<file path="config.mk">
export PLATFORM = sky130hd
export DESIGN_NAME = prog_rom
export DESIGN_NICKNAME = d
export VERILOG_FILES = /design/src/rtl/prog_rom.sv
export SDC_FILE = /design/constraint.sdc
export NUM_CORES = 1
export LEC_CHECK = 0
export ABC_AREA = 1
export CAP_MARGIN = 20
export CORE_ASPECT_RATIO = 0.6
export CORE_MARGIN = 2
export CORE_UTILIZATION = 48
export CTS_CLUSTER_DIAMETER = 50
export DETAILED_ROUTE_END_ITERATION = 10
export PLACE_DENSITY_LB_ADDON = 0.1
export SYNTH_ARGS = -nofsm -noshare
export SYNTH_HDL_FRONTEND = slang
export SYNTH_SLANG_ARGS = --single-unit
</file>
<file path="constraint.sdc">
create_clock -name clk -period 16.18 [get_ports clk]
set_clock_uncertainty 0.2 [all_clocks]
set_input_delay 3.236 -clock clk [delete_from_list [all_inputs] [get_ports clk]]
set_output_delay 3.236 -clock clk [all_outputs]
set_load 0.05 [all_outputs]
</file>
<file path="src/rtl/prog_rom.sv">
// Writable instruction store: answers the processor fetch port and accepts a new
// program over a byte-wide valid/ready loader stream, feeding NOPs while loading.
module prog_rom #(
    parameter int DEPTH  = 16,
    parameter int ADDR_W = 4,
    parameter int DATA_W = 16
) (
    input  logic              clk,
    input  logic              rst,
    input  logic [ADDR_W-1:0] address,
    output logic [DATA_W-1:0] instruction,
    input  logic              load_valid,
    input  logic [7:0]        load_byte,
    output logic              load_ready,
    output logic              loading,
    output logic              load_done,
    output logic              load_err
);

    typedef enum logic [2:0] {
        IDLE,
        COUNT,
        HI,
        LO,
        CHECK,
        DONE
    } state_t;

    localparam logic [7:0] HEADER    = 8'hA5;
    localparam logic [7:0] MAX_COUNT = 8'(DEPTH);

    state_t              state;
    logic [DATA_W-1:0]   mem [DEPTH];
    logic [ADDR_W-1:0]   ptr;
    logic [7:0]          count;
    logic [7:0]          hi_byte;
    logic [7:0]          csum;
    logic                accept;
    logic [7:0]          ptr_next;

    assign accept   = load_valid && load_ready;
    assign ptr_next = {{(8-ADDR_W){1'b0}}, ptr} + 8'd1;

    // Loader FSM, program storage and fetch register share one reset domain so a
    // reset mid-load wipes the partial frame and the memory together.
    always_ff @(posedge clk or posedge rst) begin
        if (rst) begin
            state       <= IDLE;
            ptr         <= '0;
            count       <= '0;
            hi_byte     <= '0;
            csum        <= '0;
            load_ready  <= 1'b1;
            loading     <= 1'b0;
            load_done   <= 1'b0;
            load_err    <= 1'b0;
            instruction <= '0;
            for (int i = 0; i < DEPTH; i++) begin
                mem[i] <= '0;
            end
        end else begin
            instruction <= loading ? '0 : mem[address];
            load_done   <= 1'b0;

            case (state)
                IDLE: begin
                    if (accept && load_byte == HEADER) begin
                        state    <= COUNT;
                        load_err <= 1'b0;
                        loading  <= 1'b1;
                    end
                end
                COUNT: begin
                    if (accept) begin
                        count <= load_byte;
                        if (load_byte != 8'd0 && load_byte <= MAX_COUNT) begin
                            ptr   <= '0;
                            csum  <= '0;
                            state <= HI;
                        end else begin
                            load_err <= 1'b1;
                            loading  <= 1'b0;
                            state    <= IDLE;
                        end
                    end
                end
                HI: begin
                    if (accept) begin
                        hi_byte <= load_byte;
                        csum    <= csum ^ load_byte;
                        state   <= LO;
                    end
                end
                LO: begin
                    if (accept) begin
                        mem[ptr] <= {hi_byte, load_byte};
                        csum     <= csum ^ load_byte;
                        ptr      <= ptr + 1'b1;
                        // ptr wraps to 0 on a full-depth frame; ptr_next is wide enough to match N.
                        state    <= (ptr_next == count) ? CHECK : HI;
                    end
                end
                CHECK: begin
                    if (accept) begin
                        loading <= 1'b0;
                        if (load_byte == csum) begin
                            load_done  <= 1'b1;
                            load_ready <= 1'b0;
                            state      <= DONE;
                        end else begin
                            load_err <= 1'b1;
                            state    <= IDLE;
                        end
                    end
                end
                DONE: begin
                    load_ready <= 1'b1;
                    state      <= IDLE;
                end
                default: begin
                    load_ready <= 1'b1;
                    loading    <= 1'b0;
                    state      <= IDLE;
                end
            endcase
        end
    end

endmodule

</file>
==> metrics.csv, run 1 <==
metric,value,unit
status,"complete, no violations",
worst r2r dst,mem[118],
antenna-violating nets left,0,
Initial Util,49.26,%
Clock Pin Slew Worst Setup and Hold Paths,0.07,ns
Synth async-reset ratio,100.0,%
routed len/inst,20.29,µm
worst path cell trace,clkdlybuf4s50_1 > nand2_1 > inv_2 > nand2_4 > nor2_4 > nand4_1 > buf_4 > nand2_1 > o21ai_0,
drt pass-1 iters,5,
vias in the first global route,10280,
WHS Path Cells,2,
hold_ws,0.2781,ns
r2r startpoint,load_ready,
number of I/O pins,35,
via count,11210,
"Cell Area, Synth",13700,µm²
area of the multi-input gates,5345,µm²
full die area,29960,µm²
"Avg Cell Area, Syn",8.506,µm²
RSZ-0062 raised after global routing,no,
Clk pwr share,44.7,%
Synth cell types,28,
final hold vios,0,
Post-Synth Adder-Cell Area,0.3652,%
max_cap viols,0,
Syn. warnings,0,
clk_lat worst skew,0.56,ns
cts-stage hold buffer count,0,
antenna violations before repair,0,
Reg power frac,48.3,%
final setup fails,0,
R2R Setup Slk,12.88,ns
count of non-filler cells in the finished layout,1954,
internal power,1.214,mW
DIE HEIGHT,134.9,µm
Critical Path Slowest Stage Cell,nand4_1,
final WL,39.64,mm
mux cell area share after synthesis,0,%
register area,7684,µm²
Die X-Extent,222.1,µm
P_leak,6.676,nW
post-synthesis xor/xnor area fraction,0.7031,%
Post-Syn Nets,1630,
Synth Area in Simple Gates,18.86,%
CP max stage delay,0.77,ns
DRC,0,
Synth Area in Compound Gates,19.08,%
fin crit share,36.29,%
Total GRT Usage,27.08,%
CTS max path bufs,3,
HP Class,flip-flop to flip-flop,
total of cells resized after clock tree synthesis,0,
n_diodes,0,
post-synthesis cell count,1611,
# clock sinks,307,
global placer's final weighted congestion,0.8327,
Bufs and invs on worst path,3,
first-pass GRT wire length,62.24,mm
layout cells sized above 1,5.419,%
worst hold path endpoint,load_err,
critical path peak fanout,18,
Switching Fraction,24.25,%
PD cells,105.8,nW/µm²
sequential-to-total area share from yosys stat,56.07,%
CTS tree,done,
IO Port Bufs,34,
CP dominant cell by count,nand2_1,
maximum vdd drop,101.7,µV
Hold Crit Start,load_err,
Post-CTS Repair Setup Buffers,0,
ys flop type,dfrtp_1,
DP Wirelength,22.07,mm
fmax,170.3,MHz
GRT overflow,0,
largest family of logic cells by synthesized area,compound AO/OA/AOI/OAI gates,
setup_tns,0,ns
"delay-heaviest family, CP",simple AND/OR/NAND/NOR gates,
fin crit period,5.871,ns
filler cell count,2661,
crit start category,primary input,
critical path class,primary input to flip-flop,
register bit total from synthesis,307,
WP data required,16.39,ns
placed insts,1899,
worst path arrival time,6.08,ns
pin count of the biggest net entering global routing,100,
Tightest Pin Transition,0.9960,ns
R2R depth,8,
Combinational Power Share,7.0,%
element type at the critical path end,flip-flop,
"EDFF count, synth",0,
CTS buffer count,29,
CTS HTree Levels,1,
DR iter-0 viols,1446,
switching power,0.3885,mW
max_slew headroom,33.44,%
Core Rows,47,
Root Driver,clkbuf_16,
area delta synth->final,10.51,%
fin nets,1584,
core area,27820,µm²
vias per cell,5.736,
Max Slew Vio Count,0,
## Yosys cell counts, types with 2 or more instances
cell type / instances / area [µm²]
inv_2: 2 / 7.510
o21ai_1: 5 / 25.02
nor2_4: 2 / 22.52
inv_1: 38 / 142.6
nand4_1: 14 / 87.58
ha_1: 4 / 50.05
o211ai_1: 64 / 480.5
nand3b_1: 9 / 67.56
nand3_2: 8 / 80.08
o21ai_0: 400 / 2002
nor2_1: 209 / 784.5
nor3_1: 2 / 10.01
buf_1: 10 / 37.54
a21oi_1: 17 / 85.08
buf_2: 20 / 100.1
nand3_1: 56 / 280.3
xnor2_1: 10 / 87.58
clkbuf_1: 100 / 375.4
nand2_1: 327 / 1227
dfrtp_1: 306 / 7657
## power by group through the flow
stage / Clock (mW) / Sequential [mW] / Combinational [mW]
floorplan: 0 / 0.803 / 0.0575
finish: 0.717 / 0.774 / 0.112
detailed placement: 0 / 0.788 / 0.111
global placement: 0 / 0.788 / 0.111
CTS: 0.725 / 0.774 / 0.112
global route: 0.758 / 0.774 / 0.123
## sequential cells by signal, indices dropped and copies added (netlist names)
signal and flops:
mem 256, instruction 16, count 8, csum 8, hi_byte 8, ptr 4, state 3, load_done 1
load_err 1, load_ready 1, loading 1
## cells by family (layout without fill, tap and decap cells)
family,Yosys count,after routing
AOI/OAI and AO/OA,489,489
xor gates and xnor gates,11,11
adders and majority gates,4,4
buffers and inverters,171,147
DFF,307,307
and+or+nand+nor,629,629
## per-stage QoR
stage                     power [mW]  utilization (%)  area [µm²]  setup WS (ns)
after global routing           1.655            54.44       15140          10.11
after detailed placement      0.8997            50.74       14110          9.829
after global placement        0.8996            50.74       14110          9.917
after CTS                      1.611            54.29       15100          10.05
after floorplan               0.8601                -       13700          4.258
final                          1.603            54.44       15140          10.31
## placed cells by master, fill, tap and decap left out, types with 8 or more instances in the layout
master           count
nor2_1             209
xnor2_1             10
o211ai_1            64
buf_4               19
nand3_1             56
nand3_2              8
o21ai_0            400
a21oi_1             17
clkbuf_8             8
clkbuf_16           29
nand2_1            327
clkdlybuf4s50_1     32
inv_1               35
nand3b_1             9
dfrtp_1            306
nand4_1             14
## cell type report
cell class / instances / area share, %
clock buffer: 43 / 5.668
clock inverter: 10 / 0.8428
inverter: 40 / 1.049
multi-input combinational: 1133 / 35.30
sequential: 307 / 50.74
tap: 367 / 3.032
timing repair buffer: 54 / 3.371
## per-layer routing
layer / vias up / track usage (%) / share of wire, %
met2: 407 / 38.14 / 40
met5: - / 0 / 0
met4: 0 / 4.655 / 1.3
met1: 5477 / 43.51 / 50
li1: 5287 / - / -
met3: 38 / 5.135 / 7.9
## tightest hold or removal path, cell delays in order (launching register included)
cell and delay, ns:
dfrtp_1 0.35, nand2_1 0.05, nand2_1 0.05
## worst max-delay path by stage
stage / endpoint / from / cells past startpoint / slack, ns
finish: mem[118] / load_valid / 9 / 10.31
global route: mem[118] / load_valid / 9 / 10.11
CTS: loading / loading / 1 / 10.05
detailed placement: mem[7] / load_valid / 7 / 9.83
global placement: mem[112] / load_valid / 9 / 9.92
floorplan: count[0] / rst / 1 / 4.26
(Power assumes the default switching activity.)
==> run 2, diff against run 1 <==
==> constraint.sdc (replaced) <==
create_clock -name clk -period 6.15 [get_ports clk]
set_clock_uncertainty 0.2 [all_clocks]
set_input_delay 1.23 -clock clk [delete_from_list [all_inputs] [get_ports clk]]
set_output_delay 1.23 -clock clk [all_outputs]
set_load 0.05 [all_outputs]
==> run 2 against run 1 <==
Final cell count about the same. Total power grew to 2.6 times the previous value. Sequential share of layout area grew 0.080 points. Combinational power rose to 2.7 times the previous value. Highest routed layer unchanged. Worst setup slack got worse by 8.2 ns. Via count is 0.28% lower. First-iteration DRC count decreased by 22%. Sequential power grew to 2.6 times the previous value. Largest cell class unchanged. Die area unchanged. Count of clock-buffer cells in the layout up 1. Global-route usage decreased by 0.34 points. Flip-flop and latch count unchanged.
==> metrics.csv, run 2 (synthesis results as in run 1) <==
metric,value,unit
fin crit period,4.075,ns
GRT overflow,0,
Post-DP Area,14150,µm²
Post-CTS Repair Setup Buffers,0,
total of cells resized after clock tree synthesis,0,
crit start category,flip-flop,
Hold Crit Start,load_err,
max_slew headroom,22.88,%
P_leak,6.653,nW
setup ws final,2.075,ns
setup_tns,0,ns
# clock sinks,307,
Max Slew Vio Count,0,
CTS tree,done,
via count,11180,
CTS max path bufs,3,
IO Port Bufs,34,
worst hold path endpoint,load_err,
worst path arrival time,2.65,ns
Reg with most FFs,mem,
R2R depth,8,
CTS HTree Levels,1,
core area,27820,µm²
DIE HEIGHT,134.9,µm
status,"complete, no violations",
critical path peak fanout,18,
Largest register FFs,256,
r2r startpoint,load_ready,
final hold vios,0,
critical path class,flip-flop to output port,
RSZ-0062 raised after global routing,no,
number of I/O pins,35,
HP Class,flip-flop to flip-flop,
"most common cell after layout, fill and taps aside",o21ai_0,
Total GRT Usage,26.74,%
Crit. path cell count,1,
Tightest Pin Transition,1.157,ns
Bufs and invs on worst path,1,
R2R Setup Slk,2.86,ns
fmax,245.4,MHz
layout cells sized above 1,5.356,%
antenna violations before repair,1,
Die X-Extent,222.1,µm
"worst slack, placed",1.750,ns
final core occ,54.36,%
most frequent cells in the layout,"o21ai_0 (400), nand2_1 (327), dfrtp_1 (306), nor2_1 (209), o211ai_1 (64)",
"delay-heaviest family, CP",flip-flops,
antenna-violating nets left,0,
PD cells,275.2,nW/µm²
element type at the critical path end,output port,
routed len/inst,20.04,µm
final setup fails,0,
clk_lat worst skew,0.56,ns
CTS buffer count,30,
filler cell count,2590,
Initial Util,49.26,%
Root Driver,clkbuf_16,
max_cap viols,0,
worst path cell trace,clkdlybuf4s50_1,
CP max stage delay,1.11,ns
first-pass GRT wire length,61.71,mm
cts-stage hold buffer count,0,
DRC,0,
fin nets,1585,
global placer's final weighted congestion,0.8163,
fin crit share,66.27,%
Critical Path Slowest Stage Cell,dfrtp_1,
largest registers,"mem x256, instruction x16",
vias in the first global route,10360,
pin count of the biggest net entering global routing,146,
Core Rows,47,
WP data required,4.72,ns
Final Cell Area,15120,µm²
drt pass-1 iters,5,
Clock Pin Slew Worst Setup and Hold Paths,0.06,ns
worst r2r dst,mem[119],
final WL,39.17,mm
WHS Path Cells,2,
vias per cell,5.718,
maximum vdd drop,172.1,µV
area delta synth->final,10.34,%
DR iter-0 viols,1127,
full die area,29960,µm²
DP Wirelength,21.91,mm
[run 2: final cells by class]
cell class | instances | area (µm²) | area share [%]
antenna | 1 | 2.502 | 0.01655
clock buffer | 44 | 884.6 | 5.851
clock inverter | 9 | 81.33 | 0.5379
inverter | 40 | 155.1 | 1.026
multi-input combinational | 1133 | 5345 | 35.35
sequential | 307 | 7684 | 50.82
tap | 367 | 459.2 | 3.037
timing repair buffer | 54 | 508.0 | 3.360
[run 2: layer usage]
| metal | up-vias | part of all wire, % | track usage (%) |
|---|---|---|---|
| met5 | - | 0 | 0 |
| li1 | 5296 | - | - |
| met4 | 0 | 1.4 | 5.068 |
| met1 | 5445 | 50 | 43.07 |
| met2 | 394 | 41 | 37.43 |
| met3 | 43 | 7.6 | 4.917 |
[run 2: power by group]
part	switching, mW	internal [mW]	leakage, nW
Clock	0.794	1.04	0.468
Sequential	0.00312	2.03	4.26
Combinational	0.221	0.0777	1.92
[run 2: how the worst max path moves through the flow]
| stage | startpoint | end | slack [ns] |
|---|---|---|---|
| after detailed placement | load_valid | mem[119] | 1.75 |
| final | loading | loading | 2.07 |
| after global placement | load_valid | mem[117] | 1.84 |
| after floorplan | rst | count[0] | 0.64 |
| after global routing | loading | loading | 2.02 |
| after CTS | loading | loading | 2.10 |
[run 2: per-stage QoR]
step	hold slack [ns]	power (mW)	instances
CTS	0.2746	4.195	1954
global route	0.2981	4.308	1954
floorplan	0.2478	2.263	1611
detailed placement	0.2583	2.370	1901
global placement	0.2609	2.370	1901
finish	0.2703	4.161	1955
==> run 3, diff against run 2 <==
==> constraint.sdc (replaced) <==
create_clock -name clk -period 4.1 [get_ports clk]
set_clock_uncertainty 0.2 [all_clocks]
set_input_delay 0.82 -clock clk [delete_from_list [all_inputs] [get_ports clk]]
set_output_delay 0.82 -clock clk [all_outputs]
set_load 0.05 [all_outputs]
==> run 3 against run 2 <==
Core utilization grew 1.2 points. Hold slack gained 0.0089 ns. Flip-flop and latch count is the same. Count of clock-buffer cells in the layout shrank 3. First-iteration DRC count grew 2.0%. Largest power group unchanged. Highest routed layer unchanged.
==> metrics.csv, run 3 (synthesis results as in run 1) <==
metric,value,unit
largest registers,"mem x256, instruction x16",
Initial Util,49.26,%
Tightest Pin Transition,1.086,ns
antenna-violating nets left,0,
CTS buffer count,30,
number of I/O pins,35,
CTS max path bufs,3,
clk_lat worst skew,0.57,ns
WP data required,3.08,ns
Clock Pin Slew Worst Setup and Hold Paths,0.06,ns
count of non-filler cells in the finished layout,1986,
HP Class,flip-flop to flip-flop,
DP Wirelength,24.14,mm
Reg with most FFs,mem,
CTS HTree Levels,1,
final setup fails,0,
full die area,29960,µm²
Die X-Extent,222.1,µm
final core occ,55.54,%
worst path cell trace,clkdlybuf4s50_1,
Largest register FFs,256,
Total GRT Usage,27.54,%
first-pass GRT wire length,63.84,mm
n_diodes,0,
critical path class,flip-flop to output port,
vias per cell,5.754,
GR Util met2,38.42,%
Core Rows,47,
routed len/inst,20.01,µm
element type at the critical path end,output port,
IO Port Bufs,34,
met3 usage,5.766,%
max_slew headroom,27.62,%
"most common cell after layout, fill and taps aside",o21ai_0,
fin crit share,73.15,%
maximum vdd drop,302.1,µV
Max Slew Vio Count,0,
DR iter-0 viols,1150,
drt pass-1 iters,5,
most frequent cells in the layout,"o21ai_0 (400), nand2_1 (327), dfrtp_1 (306), nor2_1 (209), o211ai_1 (64)",
status,"complete, no violations",
vias in the first global route,10660,
P_leak,6.846,nW
global placer's final weighted congestion,0.8241,
Post-CTS Repair Setup Buffers,0,
fmax,333.4,MHz
critical path peak fanout,1,
core area,27820,µm²
area of the multi-input gates,5345,µm²
DRC,0,
PD cells,416.0,nW/µm²
register area,7684,µm²
final hold vios,0,
crit start category,flip-flop,
# clock sinks,307,
fin crit period,2.999,ns
via count,11430,
worst path arrival time,1.98,ns
area delta synth->final,12.73,%
Bufs and invs on worst path,1,
total of cells resized after clock tree synthesis,0,
filler cell count,2579,
DIE HEIGHT,134.9,µm
met1 Usage GRT,43.76,%
CP max stage delay,0.88,ns
GRT overflow,0,
pin count of the biggest net entering global routing,97,
final WL,39.75,mm
max_cap viols,0,
CTS tree,done,
GRT Max-Usage Layer,met1,
Root Driver,clkbuf_16,
placed insts,1930,
cts-stage hold buffer count,0,
antenna violations before repair,1,
layout cells sized above 1,7.474,%
fin nets,1614,
"delay-heaviest family, CP",buffers and inverters,
Critical Path Slowest Stage Cell,clkdlybuf4s50_1,
RSZ-0062 raised after global routing,no,
-- run 3: routing by layer --
metal	wire, µm	vias up
li1	-	5342
met1	19750	5595
met2	15740	432
met3	3466	59
met4	796	0
met5	0	-
-- run 3: through the flow --
stage / hold slack, ns / total power [mW] / area (µm²) / setup TNS (ns) / worst slack, ns
global route: 0.2995 / 6.626 / 15450 / 0 / 1.069
global placement: 0.2600 / 3.578 / 14410 / 0 / 0.8103
CTS: 0.2800 / 6.473 / 15450 / 0 / 1.112
detailed placement: 0.2642 / 3.578 / 14410 / 0 / 0.8180
floorplan: 0.2478 / 3.395 / 13710 / -307.27 / -1.004
finish: 0.2792 / 6.426 / 15450 / 0 / 1.101
-- run 3: cell type report --
type                            instances  area share [%]
Sequential cell                       307           49.74
Multi-Input combinational cell       1133           34.60
Clock buffer                           41           5.718
Timing Repair Buffer                   83           4.941
Tap cell                              367           2.973
Clock inverter                         15           1.021
Inverter                               40           1.004
-- run 3: final timing paths --
kind,slack (ns),to,start,cells after the start
hold reg to reg,0.28,mem[176],mem[176],2
hold / removal,0.28,mem[176],mem[176],2
setup / recovery,1.10,instruction[5],instruction[5],1
min in group asynchronous,0.65,mem[254],rst,2
max in group asynchronous,2.21,load_ready,rst,3
setup reg to reg,1.44,mem[146],state[2],7
-- run 3: power by group --
group	total, mW	internal (mW)	switching [mW]
logic	0.462	0.127	0.335
clock network	2.90	1.69	1.21
registers	3.06	3.04	0.0147
total	6.43	4.87	1.56
==> variant 1, RTL diff (config.mk and constraints of run 2) <==
Set the parameter `ADDR_W` to 3 (it was 4).
--- a/src/rtl/prog_rom.sv
+++ b/src/rtl/prog_rom.sv
@@ -2,7 +2,7 @@
 // program over a byte-wide valid/ready loader stream, feeding NOPs while loading.
 module prog_rom #(
     parameter int DEPTH  = 16,
-    parameter int ADDR_W = 4,
+    parameter int ADDR_W = 3,
     parameter int DATA_W = 16
 ) (
     input  logic              clk,
Ports: changed (resized address); port bits go from 35 to 34. The function was not compared with the original's and may differ.
==> variant 1 against run 2 <==
Routed wire length shrank 50%; sequential cell count fell by 129; combinational power rose to 2.7 times the old value; sequential power decreased by 27%; setup slack gained 0.74 ns; total power fell by 21%; design area decreased by 41%; highest routed layer unchanged; synthesized area fell by 41%.
==> variant 1: results (changes against run 2) <==
- vias per cell: 5.35, -6.4%
- instance area at placement: 0.00841 mm2, -41%
- Synth Area in XOR/XNOR: 0.646%, -0.057 points
- length of routed met2 wiring: 7970 um, -50%
- final wirelength: 19700 um, -50%
- ratio of cells with drive above 1 in the final layout: 7.89%, +2.5 points
- Largest delay share family, worst path: simple AND/OR/NAND/NOR gates
- final cell count without fillers: 1179, -40%
- Clock Latency Late Sink: 0.43 ns, -0.13 ns
- Placement Setup Slack: 2.35 ns, +0.595 ns
- Setup WS post-layout: 2.81 ns, +0.738 ns
- adder and majority cell fraction of the synthesized area: 0.154%, -0.21 points
- critical path arrival: 3.46 ns, +0.81 ns
- Tap Cells: 228, -38%
- Compound-Gate Fraction of Synth Area: 17.7%, -1.4 points
- register share of the cell area: 49.6%, -1.2 points
- Worst VDD drop: 186 uV, +8.2%
- combinational-cell power consumption: 794 uW, +170%
- antenna diode count: 0, -1
- post-DP HPWL: 11500 um, -47%
- clock network area share: 6.10%, -0.29 points
- final-stage net count: 954, -40%
- routability cong.: 0.855, +4.8%
- share of cell area taken by multi-input logic gates: 35.1%, -0.30 points
- first-pass GRT wire length: 32100 um, -48%
- P_sw: 1.18 mW, +16%
- nets in the synthesized netlist: 958, -41%
- clock buffer depth: 2, -1
- Pwr Density: 368 mW/mm2, +34%
- leading cell types by total area after synthesis: sky130_fd_sc_hd__dfrtp_1 54%, sky130_fd_sc_hd__nand2_1 10%, sky130_fd_sc_hd__o21ai_0 9.3%, sky130_fd_sc_hd__nor2_1 5.9%, sky130_fd_sc_hd__o21ai_1 5.2%
- proportion of synthesized chip area in sequential cells: 54.8%, -1.3 points
- number of signal-net inverters in the final layout: 43, +7.5%
- fraction of met3 tracks used by global routing: 4.70%, -0.22 points
- sequential standard cell area: 0.00446 mm2, -42%
- outcome: finished clean
- routed length on met3: 1310 um, -56%
- clock buffer instance count of the final layout: 18, -59%
- worst slew margin relative to its limit: 29.3%, +6.4 points
- pin count of the biggest net entering global routing: 145, -0.68%
==> variant 1: changes by cell type after synthesis, sizes merged, moves of 64 or more <==
cell    before  now
o21ai      405  252
o211ai      64    0
nor2       211  130
clkbuf     100   27
dfrtp      306  177
nand2      328  223
==> variant 1: path summary, 6_finish.rpt <==
check / from / endpoint / depth (start not counted)
max: load_valid / mem[225]$_DFFE_PP0P_ / 5
min: mem[153]$_DFFE_PP0P_ / mem[153]$_DFFE_PP0P_ / 2
max reg2reg: load_ready$_DFFE_PP1P_ / mem[225]$_DFFE_PP0P_ / 4
min reg2reg: mem[153]$_DFFE_PP0P_ / mem[153]$_DFFE_PP0P_ / 2
max in group asynchronous: rst / mem[242]$_DFFE_PP0P_ / 3
min in group asynchronous: rst / state[1]$_DFFE_PP0P_ / 2
==> variant 2, RTL diff (flow settings as in run 2) <==
Without the edit above. Take the reset off `instruction` and load it in a clocked block of its own.
--- a/src/rtl/prog_rom.sv
+++ b/src/rtl/prog_rom.sv
@@ -54,12 +54,10 @@
             loading     <= 1'b0;
             load_done   <= 1'b0;
             load_err    <= 1'b0;
-            instruction <= '0;
             for (int i = 0; i < DEPTH; i++) begin
                 mem[i] <= '0;
             end
         end else begin
-            instruction <= loading ? '0 : mem[address];
             load_done   <= 1'b0;
 
             case (state)
@@ -126,5 +124,9 @@
         end
     end
 
+    always_ff @(posedge clk) begin
+        instruction <= loading ? '0 : mem[address];
+    end
+
 endmodule
 
Check against the original RTL: not equivalent (a bounded check fails within 10 cycles, from zero or initial values and one cycle with rst high; the reset may be asserted at any time).
==> variant 2 against run 2 <==
Routed wire length down 1.5%; design area is 0.15% higher; worst hold slack better by 0.0095 ns; count of clock-buffer cells in the layout fell by 1; synthesized area grew 0.34%; setup slack improved by 0.062 ns; sequential cell count unchanged.
Power is not compared: it rests on default switching activity, and its combinational part moved more than twofold at a synthesized area within 25%.
==> variant 2: results (changes against run 2) <==
- outcome: finished clean
- Cell variety after synth: 31, +11%
- final-stage net count: 1603, +1.1%
- non-clock buffer contribution to total cell area: 3.40%, +0.045 points
- critical path arrival: 2.58 ns, -0.07 ns
- first-pass GRT wire length: 62200 um, +0.86%
- average footprint of a synthesized cell: 8.47 um2, -0.47%
- number of signal-net inverters in the final layout: 48, +20%
- overall power after layout: 4.89 mW
- post-DP HPWL: 22300 um, +2.0%
- instance area at placement: 0.0142 mm2, about the same
- clock network area share: 6.53%, +0.14 points
- number of buffers inserted during clock tree synthesis: 29, -3.3%
- longest individual stage delay on the worst path: 1.03 ns, -0.08 ns
- Placement Setup Slack: 1.93 ns, +0.184 ns
- Async SR Flop Fraction: 94.8%, -5.2 points
- Compound-Gate Fraction of Synth Area: 19.4%, +0.34 points
- clock buffer instance count of the final layout: 43, -2.3%
- detailed router's first-iteration violation count: 1082, -4.0%
- post-DR wirelength/cell: 19.5 um, -2.5%
- routability cong.: 0.859, +5.2%
- overall fraction of global-route tracks in use: 26.5%, -0.24 points
- most common library cells after synthesis: 389 x sky130_fd_sc_hd__o21ai_0, 349 x sky130_fd_sc_hd__nand2_1, 290 x sky130_fd_sc_hd__dfrtp_1, 209 x sky130_fd_sc_hd__nor2_1, 64 x sky130_fd_sc_hd__o211ai_1
- Fillers: 2673, +3.2%
- pin count of the biggest net entering global routing: 119, -18%
- Synth Area in XOR/XNOR: 0.382%, -0.32 points
==> variant 2: cells by family after synthesis <==
logic type               count (synthesis)
AO/OA/AOI/OAI                          497
XOR/XNOR                                 6
adder cells (fa/ha/maj)                  4
buffers and inverters                  174
flip-flops                             307
AND/OR/NAND/NOR                        636
==> variant 2: path summary, 6_finish.rpt <==
kind                                         to                    from  slack, ns
setup / recovery                        loading     loading$_DFFE_PP0P_       2.14
hold / removal             mem[101]$_DFFE_PP0P_    mem[101]$_DFFE_PP0P_       0.28
setup reg to reg           mem[177]$_DFFE_PP0P_  load_ready$_DFFE_PP1P_       3.04
hold reg to reg            mem[101]$_DFFE_PP0P_    mem[101]$_DFFE_PP0P_       0.28
max in group asynchronous  mem[180]$_DFFE_PP0P_                     rst       3.59
min in group asynchronous   load_done$_DFF_PP0_                     rst       0.95
==> variant 2: per-layer routing <==
layer	global-route usage (%)	routed length, um
met5	0	0
met4	4.81	645
met3	3.70	2230
met2	39.8	16100
met1	41.3	19600
